--- src/rtl/ov7670_pixel_capture.sv ---
// ov7670_pixel_capture
//
// Camera-side capture stage. Samples the OV7670 byte stream (VSYNC/HREF/D)
// on the camera pixel clock, pairs consecutive bytes into RGB565 pixels,
// crops the sensor frame to the LCD window and pushes 17-bit words into the
// camera FIFO write port. Each captured frame is preceded by a marker word
// (bit 16 set). A write refused because the FIFO is full drops the rest of
// that frame; the next frame resynchronises through its own marker.
//
// Ports
//   clk           camera pixel clock, all logic on the rising edge
//   rst_n         asynchronous active-low reset
//   mem_ready     PSRAM calibration complete; only looked at after reset
//   cam_vsync     camera VSYNC, high = vertical blanking
//   cam_href      camera HREF, high = valid byte on cam_data
//   cam_data      camera byte, high byte of each pixel first
//   queue_full    FIFO full flag, evaluated at the edge issuing a write
//   queue_data    FIFO word: bit16 = frame marker, [15:0] = RGB565
//   queue_wr_en   FIFO write enable, one word per cycle
//   frame_done    one-cycle pulse when a frame has been captured completely
//   frame_count   number of captured frames, wraps 255 -> 0
//   overflow      sticky: a write was refused because of queue_full
//   format_error  sticky: a captured frame ended with a wrong line count

module ov7670_pixel_capture #(
    parameter int FRAME_WIDTH  = 640,
    parameter int FRAME_HEIGHT = 480,
    parameter int OUT_WIDTH    = 480,
    parameter int OUT_HEIGHT   = 272,
    parameter int X_OFFSET     = 80,
    parameter int Y_OFFSET     = 104
) (
    input  logic        clk,
    input  logic        rst_n,
    input  logic        mem_ready,
    input  logic        cam_vsync,
    input  logic        cam_href,
    input  logic [7:0]  cam_data,
    input  logic        queue_full,
    output logic [16:0] queue_data,
    output logic        queue_wr_en,
    output logic        frame_done,
    output logic [7:0]  frame_count,
    output logic        overflow,
    output logic        format_error
);

    typedef enum logic [2:0] {
        WAIT_READY,
        WAIT_BLANK,
        WAIT_FRAME,
        CAPTURE,
        DROP
    } state_t;

    // The crop window never reaches past the sensor edge, so a window
    // configured larger than the frame is clipped to it.
    localparam int X_END = (X_OFFSET + OUT_WIDTH < FRAME_WIDTH) ?
                           (X_OFFSET + OUT_WIDTH) : FRAME_WIDTH;
    localparam int Y_END = (Y_OFFSET + OUT_HEIGHT < FRAME_HEIGHT) ?
                           (Y_OFFSET + OUT_HEIGHT) : FRAME_HEIGHT;

    // Bounds are one bit wider than the counters so an end bound of 1024
    // still compares correctly against a saturated counter.
    localparam logic [10:0] X_LO   = 11'(X_OFFSET);
    localparam logic [10:0] X_HI   = 11'(X_END);
    localparam logic [10:0] Y_LO   = 11'(Y_OFFSET);
    localparam logic [10:0] Y_HI   = 11'(Y_END);
    localparam logic [9:0]  LINES  = 10'(FRAME_HEIGHT);
    localparam logic [16:0] MARKER = 17'h10000;

    state_t      state;
    state_t      state_nxt;

    logic [9:0]  x;
    logic [9:0]  y;
    logic        phase;
    logic        href_p1;
    logic [7:0]  hi_p1;

    logic        in_window;
    logic        marker_try;
    logic        pixel_evt;
    logic        line_end;
    logic        frame_end;
    logic        write_try;
    logic        do_write;
    logic        refuse;
    logic        hi_load;
    logic [16:0] word;

    // Counters stop at their maximum instead of wrapping, so an overlong
    // line or frame can never alias back into the crop window.
    function automatic logic [9:0] sat_inc(input logic [9:0] v);
        return (v == 10'h3FF) ? v : v + 10'd1;
    endfunction

    function automatic logic in_range(input logic [9:0] v,
                                      input logic [10:0] lo,
                                      input logic [10:0] hi);
        return ({1'b0, v} >= lo) && ({1'b0, v} < hi);
    endfunction

    assign in_window = in_range(x, X_LO, X_HI) && in_range(y, Y_LO, Y_HI);

    // ---- state register ----
    always_ff @(posedge clk or negedge rst_n) begin
        if (!rst_n) begin
            state <= WAIT_READY;
        end else begin
            state <= state_nxt;
        end
    end

    // ---- next-state logic ----
    always_comb begin
        state_nxt = state;
        case (state)
            WAIT_READY: if (mem_ready) state_nxt = WAIT_BLANK;
            // Start only after seeing blanking, so the first captured
            // frame is always a whole one.
            WAIT_BLANK: if (cam_vsync) state_nxt = WAIT_FRAME;
            WAIT_FRAME: begin
                if (!cam_vsync) state_nxt = refuse ? DROP : CAPTURE;
            end
            CAPTURE: begin
                if (cam_vsync)   state_nxt = WAIT_FRAME;
                else if (refuse) state_nxt = DROP;
            end
            DROP:       if (cam_vsync) state_nxt = WAIT_FRAME;
            default:    state_nxt = WAIT_READY;
        endcase
    end

    // ---- per-cycle event decode ----
    // VSYNC has priority over HREF inside CAPTURE: a byte arriving on the
    // same edge as the blanking rise is ignored.
    always_comb begin
        marker_try = 1'b0;
        pixel_evt  = 1'b0;
        line_end   = 1'b0;
        frame_end  = 1'b0;
        hi_load    = 1'b0;
        case (state)
            WAIT_FRAME: marker_try = !cam_vsync;
            CAPTURE: begin
                if (cam_vsync) begin
                    frame_end = 1'b1;
                end else if (cam_href) begin
                    hi_load   = !phase;
                    pixel_evt = phase;
                end else if (href_p1) begin
                    line_end = 1'b1;
                end
            end
            default: ;
        endcase

        write_try = marker_try || (pixel_evt && in_window);
        do_write  = write_try && !queue_full;
        refuse    = write_try && queue_full;
        word      = marker_try ? MARKER : {1'b0, hi_p1, cam_data};
    end

    // ---- registered outputs and counters ----
    always_ff @(posedge clk or negedge rst_n) begin
        if (!rst_n) begin
            queue_data   <= 17'h0;
            queue_wr_en  <= 1'b0;
            frame_done   <= 1'b0;
            frame_count  <= 8'd0;
            overflow     <= 1'b0;
            format_error <= 1'b0;
            x            <= 10'd0;
            y            <= 10'd0;
            phase        <= 1'b0;
            href_p1      <= 1'b0;
        end else begin
            href_p1     <= cam_href;
            queue_wr_en <= do_write;
            frame_done  <= frame_end;

            if (do_write) begin
                queue_data <= word;
            end

            if (refuse) begin
                overflow <= 1'b1;
            end

            if (frame_end) begin
                frame_count <= frame_count + 8'd1;
                if (y != LINES) begin
                    format_error <= 1'b1;
                end
            end

            // x/y are indices of the pixel being completed, so x advances
            // after the window test of the current low byte.
            if (marker_try) begin
                x     <= 10'd0;
                y     <= 10'd0;
                phase <= 1'b0;
            end else if (hi_load) begin
                phase <= 1'b1;
            end else if (pixel_evt) begin
                phase <= 1'b0;
                x     <= sat_inc(x);
            end else if (line_end) begin
                // A half pixel left at the end of a line is discarded here.
                phase <= 1'b0;
                x     <= 10'd0;
                y     <= sat_inc(y);
            end
        end
    end

    // ---- high-byte holding register (pure data, no reset needed) ----
    always_ff @(posedge clk) begin
        if (hi_load) begin
            hi_p1 <= cam_data;
        end
    end

endmodule

--- config.mk ---
export PLATFORM = sky130hd
export DESIGN_NAME = ov7670_pixel_capture
export DESIGN_NICKNAME = d
export VERILOG_FILES = /design/src/rtl/ov7670_pixel_capture.sv
export SDC_FILE = /design/constraint.sdc
export NUM_CORES = 1
export LEC_CHECK = 0
export BUFFER_PORTS_ARGS = -buffer_cell sky130_fd_sc_hd__buf_2
export CORE_MARGIN = 2
export CORE_UTILIZATION = 59
export CTS_BUF_LIST = sky130_fd_sc_hd__clkbuf_8
export DETAILED_ROUTE_END_ITERATION = 8
export PLACE_DENSITY = 0.92
export SKIP_LAST_GASP = 1
export SLEW_MARGIN = 20
export SYNTH_ARGS = -nofsm -noshare
export SYNTH_HDL_FRONTEND = slang
export SYNTH_SLANG_ARGS = --single-unit
--- constraint.sdc ---
create_clock -name clk -period 2.6 [get_ports clk]
set_input_delay 0.52 -clock clk [delete_from_list [all_inputs] [get_ports clk]]
set_output_delay 0.52 -clock clk [all_outputs]
set_load 0.005 [all_outputs]
==> results_dict.tcl <==
set metrics [dict create \
    startpoint_type "register" \
    routedWlPerCell_um 15.93 \
    placed_cells 392 \
    relSlewSlack 0.5617 \
    vias_per_cell 5.792 \
    synth-xor-area-share 0.02609 \
    htree_levels 3 \
    die_x_um 75.57 \
    holdPathStages 1 \
    grtUsageTotal 0.2470 \
    total_power_mw 2.626 \
    antennaDiodeCount 0 \
    cp_max_fo 18 \
    synth_seq_area_share 0.5267 \
    grt_antenna_before_repair 0 \
    r2r_slack_ps 290 \
    p_leak_nw 1.766 \
    io_buffers 42 \
    clock-skew-final_ps 16.79 \
    cts_made_buffers 9 \
    hold_violations 0 \
    clk_pin_slew_worst_paths_ps 80 \
    synth-edff-count 8 \
    holdWs_ps 344.6 \
    min_from "cam_data[0]" \
    syn-num-nets 307 \
    syn_area_mm2 0.003022 \
    synth_compound_area_frac 0.1304 \
    ys_seq_elements 62 \
    nNetsFinal 353 \
    avgSynthCellArea_um2 10.49 \
    critical_path_class "reg2reg" \
    start_util 0.6031 \
    drive_gt1_frac 0.2094 \
    ir_drop_mv 0.4127 \
    setup_viol 0 \
    fmax_ghz 0.4332 \
    grt_setup_unrepaired "no" \
    yosys.area_share.simple 0.1826 \
    wirelength_mm 6.517 \
    clkSinkCount 62 \
    slew_viol_final 0 \
    cts_tree "done" \
    drt_pass1_iterations 4 \
    syn_inst 288 \
    status "complete, no violations" \
    layout_worst_path_cycle_share 0.8878 \
    grt_pass1_wl_mm 10.44 \
    synthMuxAreaShare 0.06335 \
    syn2layout_area_growth_pct 16.31 \
    cp.required_ps 2870 \
    hpwl_mm 4.348 \
    coreArea_mm2 0.005010 \
    maxCapViolations 0 \
    grt_pass1_vias 2282 \
    gp_congestion 0.9176 \
    die_area_mm2 0.005710 \
    arrival_ps 2580 \
    drt_iter0_drc 270 \
    setup_tns_ps 0 \
    min_path_type "in2reg" \
    synth_top_family_by_area "simple AND/OR/NAND/NOR gates" \
    r2r_end "y[5]$_DFFE_PN0P_" \
    finalNonFillerCells 409 \
    drc_errors 0 \
    worstMarginPinSlew_ps 648.2 \
    core.rowCount 26 \
    vias 2369 \
    fill_cells 368 \
    root_buffer "clkbuf_8" \
    r2r_cells 5 \
    grt_max_degree 48 \
    synthFlopType "dfrtp_1" \
    end_kind "register" \
    die_h_um 75.57 \
    synth_fa_ha_area_frac 0.02070 \
    finalCriticalPeriod_ps 2308 \
    r2r-start "y[0]$_DFFE_PN0P_" \
    antenna_left 0 \
    clock_path_buffers 2 \
    holdPathEnd "hi_p1[0]$_DFFE_PP_" \
    power_density_mw_per_mm2 747.1 \
    ys_types 53 \
    clkLatencyLatePin_ps 360 \
    grt_overflow_total 0 \
    io_pins 43 \
    yosys_warnings 0 \
    async_flop_share 0.8710 \
]
stage by stage:
stage | worst slack, ps | area, um^2 | util
floorplan | 660.5 | 3022 | -
global placement | 434.9 | 3284 | 0.6556
detailed placement | 298.9 | 3284 | 0.6556
CTS | 306.7 | 3515 | 0.7015
global route | 215.7 | 3515 | 0.7015
finish | 291.6 | 3515 | 0.7015
layout make-up:
| type | instances | area, um^2 | share of cell area |
|---|---|---|---|
| Sequential cell | 62 | 1592 | 0.4528 |
| Multi-Input combinational cell | 190 | 1279 | 0.3638 |
| Timing Repair Buffer | 46 | 242.7 | 0.06906 |
| Clock buffer | 9 | 123.9 | 0.03524 |
| Clock inverter | 7 | 96.34 | 0.02741 |
| Inverter | 25 | 93.84 | 0.02670 |
| Tap cell | 70 | 87.58 | 0.02492 |
worst max path at each step:
stage                                 from  cells after the start  slack, ps            endpoint
after floorplan                  cam_vsync                      4        660  hi_p1[0]$_DFFE_PP_
after global placement           cam_vsync                      5        430    y[5]$_DFFE_PN0P_
after detailed placement         cam_vsync                      5        300    y[5]$_DFFE_PN0P_
after CTS                 y[0]$_DFFE_PN0P_                      5        310    y[5]$_DFFE_PN0P_
after global routing      y[0]$_DFFE_PN0P_                      5        220    y[5]$_DFFE_PN0P_
final                     y[0]$_DFFE_PN0P_                      5        290    y[5]$_DFFE_PN0P_
synthesized netlist by cell type, types with 2 or more instances:
library cell / instances / share of area
nor2b_1: 2 / 0.0041
a41oi_1: 2 / 0.0058
or3_1: 6 / 0.012
and4b_1: 2 / 0.0066
or4_1: 2 / 0.0050
o31ai_1: 2 / 0.0050
xor2_1: 2 / 0.0058
o211ai_1: 4 / 0.0099
a31oi_1: 2 / 0.0041
and4_1: 3 / 0.0087
clkbuf_1: 3 / 0.0037
o311ai_0: 2 / 0.0058
nand4_1: 8 / 0.017
a21oi_1: 15 / 0.025
dfrtp_1: 54 / 0.45
xnor2_1: 7 / 0.020
a21o_1: 5 / 0.012
and3_1: 6 / 0.012
a31o_2: 3 / 0.0087
nor4b_1: 2 / 0.0058
nor2_1: 9 / 0.011
nand3_1: 12 / 0.020
buf_2: 6 / 0.0099
ha_1: 5 / 0.021
mux2i_1: 18 / 0.060
edfxtp_1: 8 / 0.080
nand2_1: 29 / 0.036
nor3_1: 5 / 0.0083
inv_1: 25 / 0.031
o21ai_0: 16 / 0.027
layer usage:
layer | wire (um) | share of wire | up-vias | GRT usage
met3 | 309 | 0.047 | 13 | 0.05159
met5 | 0 | 0 | - | 0
met2 | 3303 | 0.51 | 65 | 0.4010
met1 | 2774 | 0.43 | 1158 | 0.3211
li1 | - | - | 1133 | -
met4 | 130 | 0.020 | 0 | 0.1111
cells in the final DEF (no fill, tap or decap), drive strengths merged, types with 3 or more instances in the layout:
| master | instances |
|---|---|
| a31o | 3 |
| edfxtp | 8 |
| a21oi | 15 |
| o211ai | 4 |
| mux2i | 18 |
| nand4 | 9 |
| buf | 45 |
| dfrtp | 54 |
| xnor2 | 7 |
| and3 | 6 |
| clkbuf | 9 |
| nand3 | 12 |
| inv | 26 |
| and4 | 3 |
| nor3 | 5 |
| nand2 | 30 |
| o21ai | 16 |
| ha | 5 |
| a21o | 5 |
| nor2 | 9 |
| or3 | 6 |
worst max-delay path, stage by stage, from the launching register on:
cell and delay, ps:
dfrtp_1 440, ha_1 270, and3_1 210, a311o_1 540, or4_1 580, a21oi_1 190
where the power goes:
group / leakage, nW / total (mW) / switching [mW] / internal [mW]
Sequential: 0.797 / 1.23 / 0.142 / 1.09
Clock: 0.103 / 0.944 / 0.403 / 0.540
Combinational: 0.866 / 0.450 / 0.247 / 0.203
Total: 1.77 / 2.63 / 0.792 / 1.83
registers in the layout (all words and copies together), names as in the netlist:
register      cells
state             3
format_error      1
queue_wr_en       1
frame_count       8
frame_done        1
queue_data       17
overflow          1
hi_p1             8
phase             1
x                10
y                10
href_p1           1
logic make-up (layout without fill, tap and decap cells):
group                    Yosys count  in the layout
adder cells (fa/ha/maj)            5              5
AND/OR/NAND/NOR                   97             97
multiplexers                      19             19
XOR/XNOR                           9              9
buffers and inverters             36             87
flip-flops                        62             62
AO/OA/AOI/OAI                     60             60
repair_timing:
item	in CTS	in global routing
hold buffers	1	0
hold endpoints to repair	1	0
resized for setup	0	0
setup buffers	0	0
Note: power is estimated with default switching activity, not from simulation.
